$ cat config.mk
export PLATFORM = sky130hd
export DESIGN_NAME = dot_frame_mac
export DESIGN_NICKNAME = d
export VERILOG_FILES = /design/src/rtl/dot_frame_mac.sv
export SDC_FILE = /design/constraint.sdc
export NUM_CORES = 1
export LEC_CHECK = 0
export ABC_CLOCK_PERIOD_IN_PS = 6200
export BUFFER_PORTS_ARGS = -buffer_cell sky130_fd_sc_hd__buf_2
export CORE_ASPECT_RATIO = 0.75
export CORE_MARGIN = 5
export CORE_UTILIZATION = 62
export CTS_BUF_LIST = sky130_fd_sc_hd__clkbuf_8 sky130_fd_sc_hd__clkbuf_16
export DETAILED_ROUTE_END_ITERATION = 10
export GPL_TIMING_DRIVEN = 0
export PLACE_DENSITY = 0.82
export SLEW_MARGIN = 10
export SYNTH_ARGS = -nofsm -noshare
export SYNTH_HDL_FRONTEND = slang
export SYNTH_SLANG_ARGS = --single-unit
$ cat constraint.sdc
create_clock -name clk -period 6.2 [get_ports clk]
set_input_delay 0.93 -clock clk [delete_from_list [all_inputs] [get_ports clk]]
set_output_delay 0.93 -clock clk [all_outputs]
set_load 0.02 [all_outputs]
$ cat src/rtl/dot_frame_mac.sv
// Frame-level multiply-accumulate: loads vector A, streams vector B through a MAC,
// then hands the 2*WIDTH-bit dot product to the word transmitter.
module dot_frame_mac #(
  parameter int N     = 2,
  parameter int WIDTH = 8
) (
  input  logic                 clk,
  input  logic                 rst,
  input  logic [WIDTH-1:0]     in_data,
  input  logic                 in_valid,
  input  logic                 tx_busy,
  output logic [2*WIDTH-1:0]   tx_data,
  output logic                 tx_start,
  output logic                 busy,
  output logic                 overrun
);

  localparam int IDX_W = (N > 1) ? $clog2(N) : 1;
  localparam logic [IDX_W-1:0] IDX_LAST = IDX_W'(N - 1);

  typedef enum logic [1:0] {
    LOAD_A = 2'd0,
    LOAD_B = 2'd1,
    SEND   = 2'd2
  } state_t;

  state_t                state_reg, state_next;
  logic [IDX_W-1:0]      idx_reg, idx_next;
  logic [2*WIDTH-1:0]    acc_reg, acc_next;
  logic [2*WIDTH-1:0]    tx_data_reg, tx_data_next;
  logic                  tx_start_reg, tx_start_next;
  logic                  overrun_reg, overrun_next;
  logic                  a_we;

  logic [WIDTH-1:0]      a_mem [N];
  logic [WIDTH-1:0]      a_rd;
  logic [2*WIDTH-1:0]    product;
  logic [2*WIDTH-1:0]    mac_sum;

  // A element is read in the same cycle its B partner arrives, so the read is combinational.
  assign a_rd    = a_mem[idx_reg];
  assign product = (2*WIDTH)'(a_rd) * (2*WIDTH)'(in_data);
  assign mac_sum = acc_reg + product;

  always_ff @(posedge clk) begin
    if (a_we) begin
      a_mem[idx_reg] <= in_data;
    end
  end

  always_ff @(posedge clk) begin
    if (!rst) begin
      state_reg    <= LOAD_A;
      idx_reg      <= '0;
      acc_reg      <= '0;
      tx_data_reg  <= '0;
      tx_start_reg <= 1'b0;
      overrun_reg  <= 1'b0;
    end else begin
      state_reg    <= state_next;
      idx_reg      <= idx_next;
      acc_reg      <= acc_next;
      tx_data_reg  <= tx_data_next;
      tx_start_reg <= tx_start_next;
      overrun_reg  <= overrun_next;
    end
  end

  always_comb begin
    state_next    = state_reg;
    idx_next      = idx_reg;
    acc_next      = acc_reg;
    tx_data_next  = tx_data_reg;
    tx_start_next = 1'b0;
    overrun_next  = overrun_reg;
    a_we          = 1'b0;

    case (state_reg)
      LOAD_A: begin
        if (in_valid) begin
          a_we = 1'b1;
          if (idx_reg == IDX_LAST) begin
            idx_next   = '0;
            state_next = LOAD_B;
          end else begin
            idx_next = idx_reg + IDX_W'(1);
          end
        end
      end
      LOAD_B: begin
        if (in_valid) begin
          if (idx_reg == IDX_LAST) begin
            tx_data_next = mac_sum;
            acc_next     = '0;
            idx_next     = '0;
            state_next   = SEND;
          end else begin
            acc_next = mac_sum;
            idx_next = idx_reg + IDX_W'(1);
          end
        end
      end
      SEND: begin
        // Bytes arriving while a result waits are lost; flag it and keep the frame boundary.
        if (in_valid) begin
          overrun_next = 1'b1;
        end
        if (!tx_busy) begin
          tx_start_next = 1'b1;
          state_next    = LOAD_A;
        end
      end
      default: begin
        state_next = LOAD_A;
        idx_next   = '0;
      end
    endcase
  end

  assign tx_data  = tx_data_reg;
  assign tx_start = tx_start_reg;
  assign overrun  = overrun_reg;
  assign busy     = (state_reg != LOAD_A) || (idx_reg != '0);

endmodule

Word-level counts from Yosys, hierarchy flattened
Memories as Yosys holds them, arrays and structs flattened. A register that Yosys moved wholly into a read port is not among the register bits.
Index checks and enable logic that the tools add are counted.
W data, S select, Z words.
{"block": "totals", "register_bits": 37, "ram_bits": 16, "in_bits": 12, "output_inout_bits": 19, "elab_cells": 46, "mem_count": 1}
{"memory": "a_mem", "depth": 2, "word_bits": 8, "read_ports": 1, "rd_clocked_by_memory_dff": 1, "write_ports": 1, "line": "35", "text": "logic [WIDTH-1:0] a_mem [N];"}
{"block": "op_classes", "addsub": 2, "mul": 1, "eq_ne": 8, "muxes": 17, "n_bitwise": 1, "reduce_logical": 10}
{"cell": "$add A16 B16 Y16", "count": 1}
{"cell": "$mul A8 B8 Y16", "count": 1}
{"cell": "$mux W16", "count": 1}
{"cell": "$mux W2", "count": 5}
{"cell": "$ne A2 B2 Y1 const B", "count": 5}
{"cell": "$mux W1", "count": 9}
{"cell": "$reduce_and A2 Y1", "count": 4}
{"cell": "$pmux W2 S3", "count": 1}
{"cell": "$reduce_and A5 Y1", "count": 1}
{"cell": "$reduce_and A3 Y1", "count": 1}
{"cell": "$eq A2 B1 Y1 const B", "count": 1}
{"cell": "$eq A2 B2 Y1 const B", "count": 1}
{"cell": "$logic_not A2 Y1", "count": 1}
{"cell": "$ne A2 B1 Y1 const B", "count": 1}
{"cell": "$pmux W1 S2", "count": 1}
{"cell": "$reduce_bool A2 Y1", "count": 1}
{"cell": "$reduce_or A2 Y1", "count": 1}
{"cell": "$add A1 B1 Y1 const B", "count": 1}
{"cell": "$logic_or A1 B1 Y1", "count": 1}
{"cell": "$not A1 Y1", "count": 1}

Depth between registers and ports, before layout
{"block": "logic_depth", "word_depth": 6, "ltp_mapped": 18, "mapped_depth_nobuf": 17}

Worst setup path after synthesis
No wires, ideal clock.
{"block": "synth_timing", "path_kind": "register to register", "startpoint": "register (tool-made name)", "endpoint": "register tx_data_reg[15] (netlist: tx_data[15])", "setup_time_ns": 0.080, "arrival_ns": 4.662, "required_time_ns": 6.120, "slack_ns": 1.458, "stages_incl_launch_ff": 17, "n_path_buf": 1, "synth_period_minus_slack_ns": 4.742, "path_cell_list": "dfxtp_1 -> clkbuf_1 -> mux2_2 -> and2_1 -> fa_1 -> fa_1 -> fa_1 -> inv_1 -> fa_1 -> inv_1 -> ha_1 -> a21oi_2 -> nor2_2 -> a211o_1 -> o22ai_2 -> xnor2_1 -> a211oi_2"}
{"element": "end signal, assigned", "line": "63", "text": "tx_data_reg <= tx_data_next;"}
{"element": "end, declared", "line": "30", "text": "logic [2*WIDTH-1:0] tx_data_reg, tx_data_next;"}

==> summary by stage <==
STA
After layout, the worst setup slack is 0.923 ns. Setup total negative slack on the finished layout was measured at 0 ns. Setup repair after global routing left no endpoint under its margin. The count of endpoints failing hold in the final timing report came to 0. Setup violations remaining at the end of the flow were counted as 0. Across all hold checks on the routed design, the worst slack comes to 0.460 ns. The share of the cycle needed by the critical path after routing is 0.851. The max-slew violation count came to 0. For the final database, setup skew stands at 0.0128 ns. Derived from the worst setup path, the maximum achievable clock frequency is 189 MHz. The relative max-transition margin is 0.448.

The final critical path time including I/O delays and setup is 5.28 ns. The transition time at the pin with the least slew margin is 0.825 ns.

Route
Dividing the detail-routed via count by the number of cells gives 5.34. The detailed router's first-iteration violation count is 168. The final route contains 3,292 vias.

The routed wire length per instance is 14.7 um. The detailed-route wire length is 9050 um. The count of nets left with antenna violations after detail routing is 0. The remaining routing DRC violations is 0. The number of search-and-repair iterations in the first detailed-routing pass is 5.

Power
The design draws 1.67 mW. Summed over all cells, the static leakage comes to 2.31 nW. The worst supply voltage drop on vdd is 0.000330 V. In this run the power density over the cells is 349 nW/um2.

Global route
The first global-routing pass estimated 15,700 um of wire. The number of antenna violations at the first check in global routing was 0. Entering global routing, the biggest net connects 18 pins.

The final global-route overflow total is 0. The via count of the first global-routing pass is 3,401. For this run, the total global-route usage over all layers was measured as 0.218.

CTS
The later pin in the worst-skew pair is clocked with a latency of 0.32 ns. The number of clock buffers inserted by TritonCTS is 5. CTS saw 54 sinks. The post-CTS setup-driven buffer insertion count is 0. The number of gates given a new drive strength after cts is 0. Buffers inserted to repair hold after CTS numbered 0. Clock-pin slew was measured on the worst setup and hold paths at 0.11 ns.

TritonCTS built the clock tree. The clock root buffer is clkbuf_8. The longest clock path from root to sink contains 2 buffers.

The H-tree was split into 2 levels.

Synth
In this run the mean area of a mapped cell was 9.17 um2. The fraction of synthesis flops using an asynchronous set or reset pin is 0. The number of nets in the synthesized netlist is 577. During synthesis, Yosys emitted a total of 0 warnings. After synthesis, the netlist uses 41 different library cells. The prevailing post-synth register cell is dfxtp_1. Synthesis inferred 54 register bits. Of the synthesized area, sequential elements account for 0.282. Synthesis produced a netlist whose cell count is 480.

In this run, synthesis inferred 16 flip-flops with an integrated enable. Summing every instance area after synthesis gives 4400 um2.

Die
The floorplan has 26 rows. The core area is 6860 um2. The die covers 8900 um2. The die is 83.0 um tall.

The boundary pin count is 31. For this configuration, the core starts out at a cell density of 0.641. The die span in x is 107 um.

Setup path
STA puts the critical path data arrival time at 5.49 ns. The end point of the critical path is tx_data[13]. The number of cell instances on the worst register-to-register path is 16. The critical path capture point type is a flop. The endpoint required time on the critical path is 6.41 ns. The startpoint type of the worst setup path is a flop. The highest fanout seen on the critical path is 8. In this run the critical register-to-register path is captured at tx_data[13].

The worst setup slack for register-to-register paths is 0.92 ns. The class of the most critical setup path is reg -> reg.

Finish
The layout overhead on the synthesized area is 8.61%. The number of filler cells placed in the layout is 554. Across the whole layout, storage elements account for 1240 um2.

The leading cell type in the layout, fill and taps excluded is inv_1. The net count of the finished layout is 614. The area of the multi-input gates is 2760 um2. The final antenna diode count is 0. Of the cells placed in the final design, the portion with a size suffix greater than 1 is 0.110. In the layout the commonest cells are inv_1, nand2_1, fa_1. Summing all non-filler instances in the final layout gives an area of 4780 um2.

Placed design
Port buffering added 29 buffers. Detailed placement ended at an HPWL of 7320 um. Routability-driven placement finished with a final weighted congestion of 0.907. At the placement stage, the worst setup path has a slack of 0.891 ns. The placement-stage cell area is 4680 um2.

Run status
The run finished with clean final reports.

Run
Max-cap violations in this run came to 0.

Hold path
The worst min-delay path category is reg -> reg.
per-layer routing:
layer	vias to the layer above	global-route usage	routed length [um]
met4	0	0.0523	157
met3	14	0.0318	467
met5	-	0	0
met2	102	0.370	4470
li1	1571	-	-
met1	1605	0.294	3950
critical path, stage by stage (launching register included):
cell	delay (ns)
dfxtp_1	0.32
clkbuf_1	0.42
mux2i_1	0.67
nor2b_1	0.15
fa_1	0.51
fa_1	0.51
inv_1	0.05
fa_1	0.48
fa_1	0.49
inv_1	0.04
ha_1	0.33
a21o_1	0.19
a21oi_2	0.20
a21oi_2	0.12
a2111oi_4	0.33
xor2_1	0.24
o21ai_0	0.10
logic make-up (layout without fill, tap and decap cells):
logic type | after synthesis | count (layout) | share of synthesized area
AND/OR/NAND/NOR | 146 | 146 | 0.154
flip-flops | 54 | 54 | 0.282
multiplexers | 8 | 8 | 0.0199
buffers and inverters | 108 | 146 | 0.0932
AO/OA/AOI/OAI | 64 | 64 | 0.0941
adder cells (fa/ha/maj) | 85 | 85 | 0.327
XOR/XNOR | 15 | 15 | 0.0298
synthesized netlist by cell type, types with 2 or more instances:
library cell | instances | area share
inv_1 | 98 | 0.084
nand2_1 | 58 | 0.049
fa_1 | 50 | 0.23
dfxtp_1 | 38 | 0.17
ha_1 | 35 | 0.099
nor2_1 | 31 | 0.026
a21oi_1 | 23 | 0.026
and2_1 | 20 | 0.028
edfxtp_1 | 16 | 0.11
o21ai_0 | 16 | 0.018
nor2b_1 | 13 | 0.018
xnor2_1 | 8 | 0.016
xor2_1 | 7 | 0.014
mux2_2 | 6 | 0.015
nand3_1 | 6 | 0.0068
a31oi_1 | 5 | 0.0071
nor3_1 | 5 | 0.0057
buf_2 | 4 | 0.0045
clkbuf_1 | 4 | 0.0034
nand2b_1 | 4 | 0.0057
a21o_1 | 3 | 0.0051
a21oi_2 | 3 | 0.0060
o21a_1 | 3 | 0.0051
a211o_1 | 2 | 0.0040
a211oi_1 | 2 | 0.0034
a22oi_1 | 2 | 0.0034
clkinv_1 | 2 | 0.0017
mux2i_1 | 2 | 0.0045
nand4_1 | 2 | 0.0028
power by group:
group	leakage [nW]	switching (mW)	internal (mW)	total (mW)
clock	0.0521	0.124	0.0927	0.217
combinational	1.80	0.649	0.412	1.06
sequential	0.457	0.00914	0.383	0.392
worst min-delay path by stage:
stage	from	to	slack, ns	cells after the start
CTS	tx_data[0]	tx_data[0]	0.46	2
global route	tx_data[7]	tx_data[7]	0.49	2
detailed placement	tx_data[0]	tx_data[0]	0.45	2
finish	tx_data[0]	tx_data[0]	0.46	2
floorplan	acc_reg[13]	acc_reg[13]	0.43	2
global placement	acc_reg[13]	acc_reg[13]	0.44	2
layout make-up:
type | instances | area share
tap | 98 | 0.0256
clock buffer | 6 | 0.0173
clock inverter | 2 | 0.00314
buffer | 8 | 0.00733
multi-input combinational | 318 | 0.577
timing repair buffer | 30 | 0.0319
inverter | 100 | 0.0785
sequential | 54 | 0.260
stage by stage:
stage / util / instances
after floorplan: - / 480
after global placement: 0.680 / 607
after detailed placement: 0.682 / 608
after CTS: 0.697 / 616
after global routing: 0.697 / 616
final: 0.697 / 616
Power figures use the tool's default switching activity.
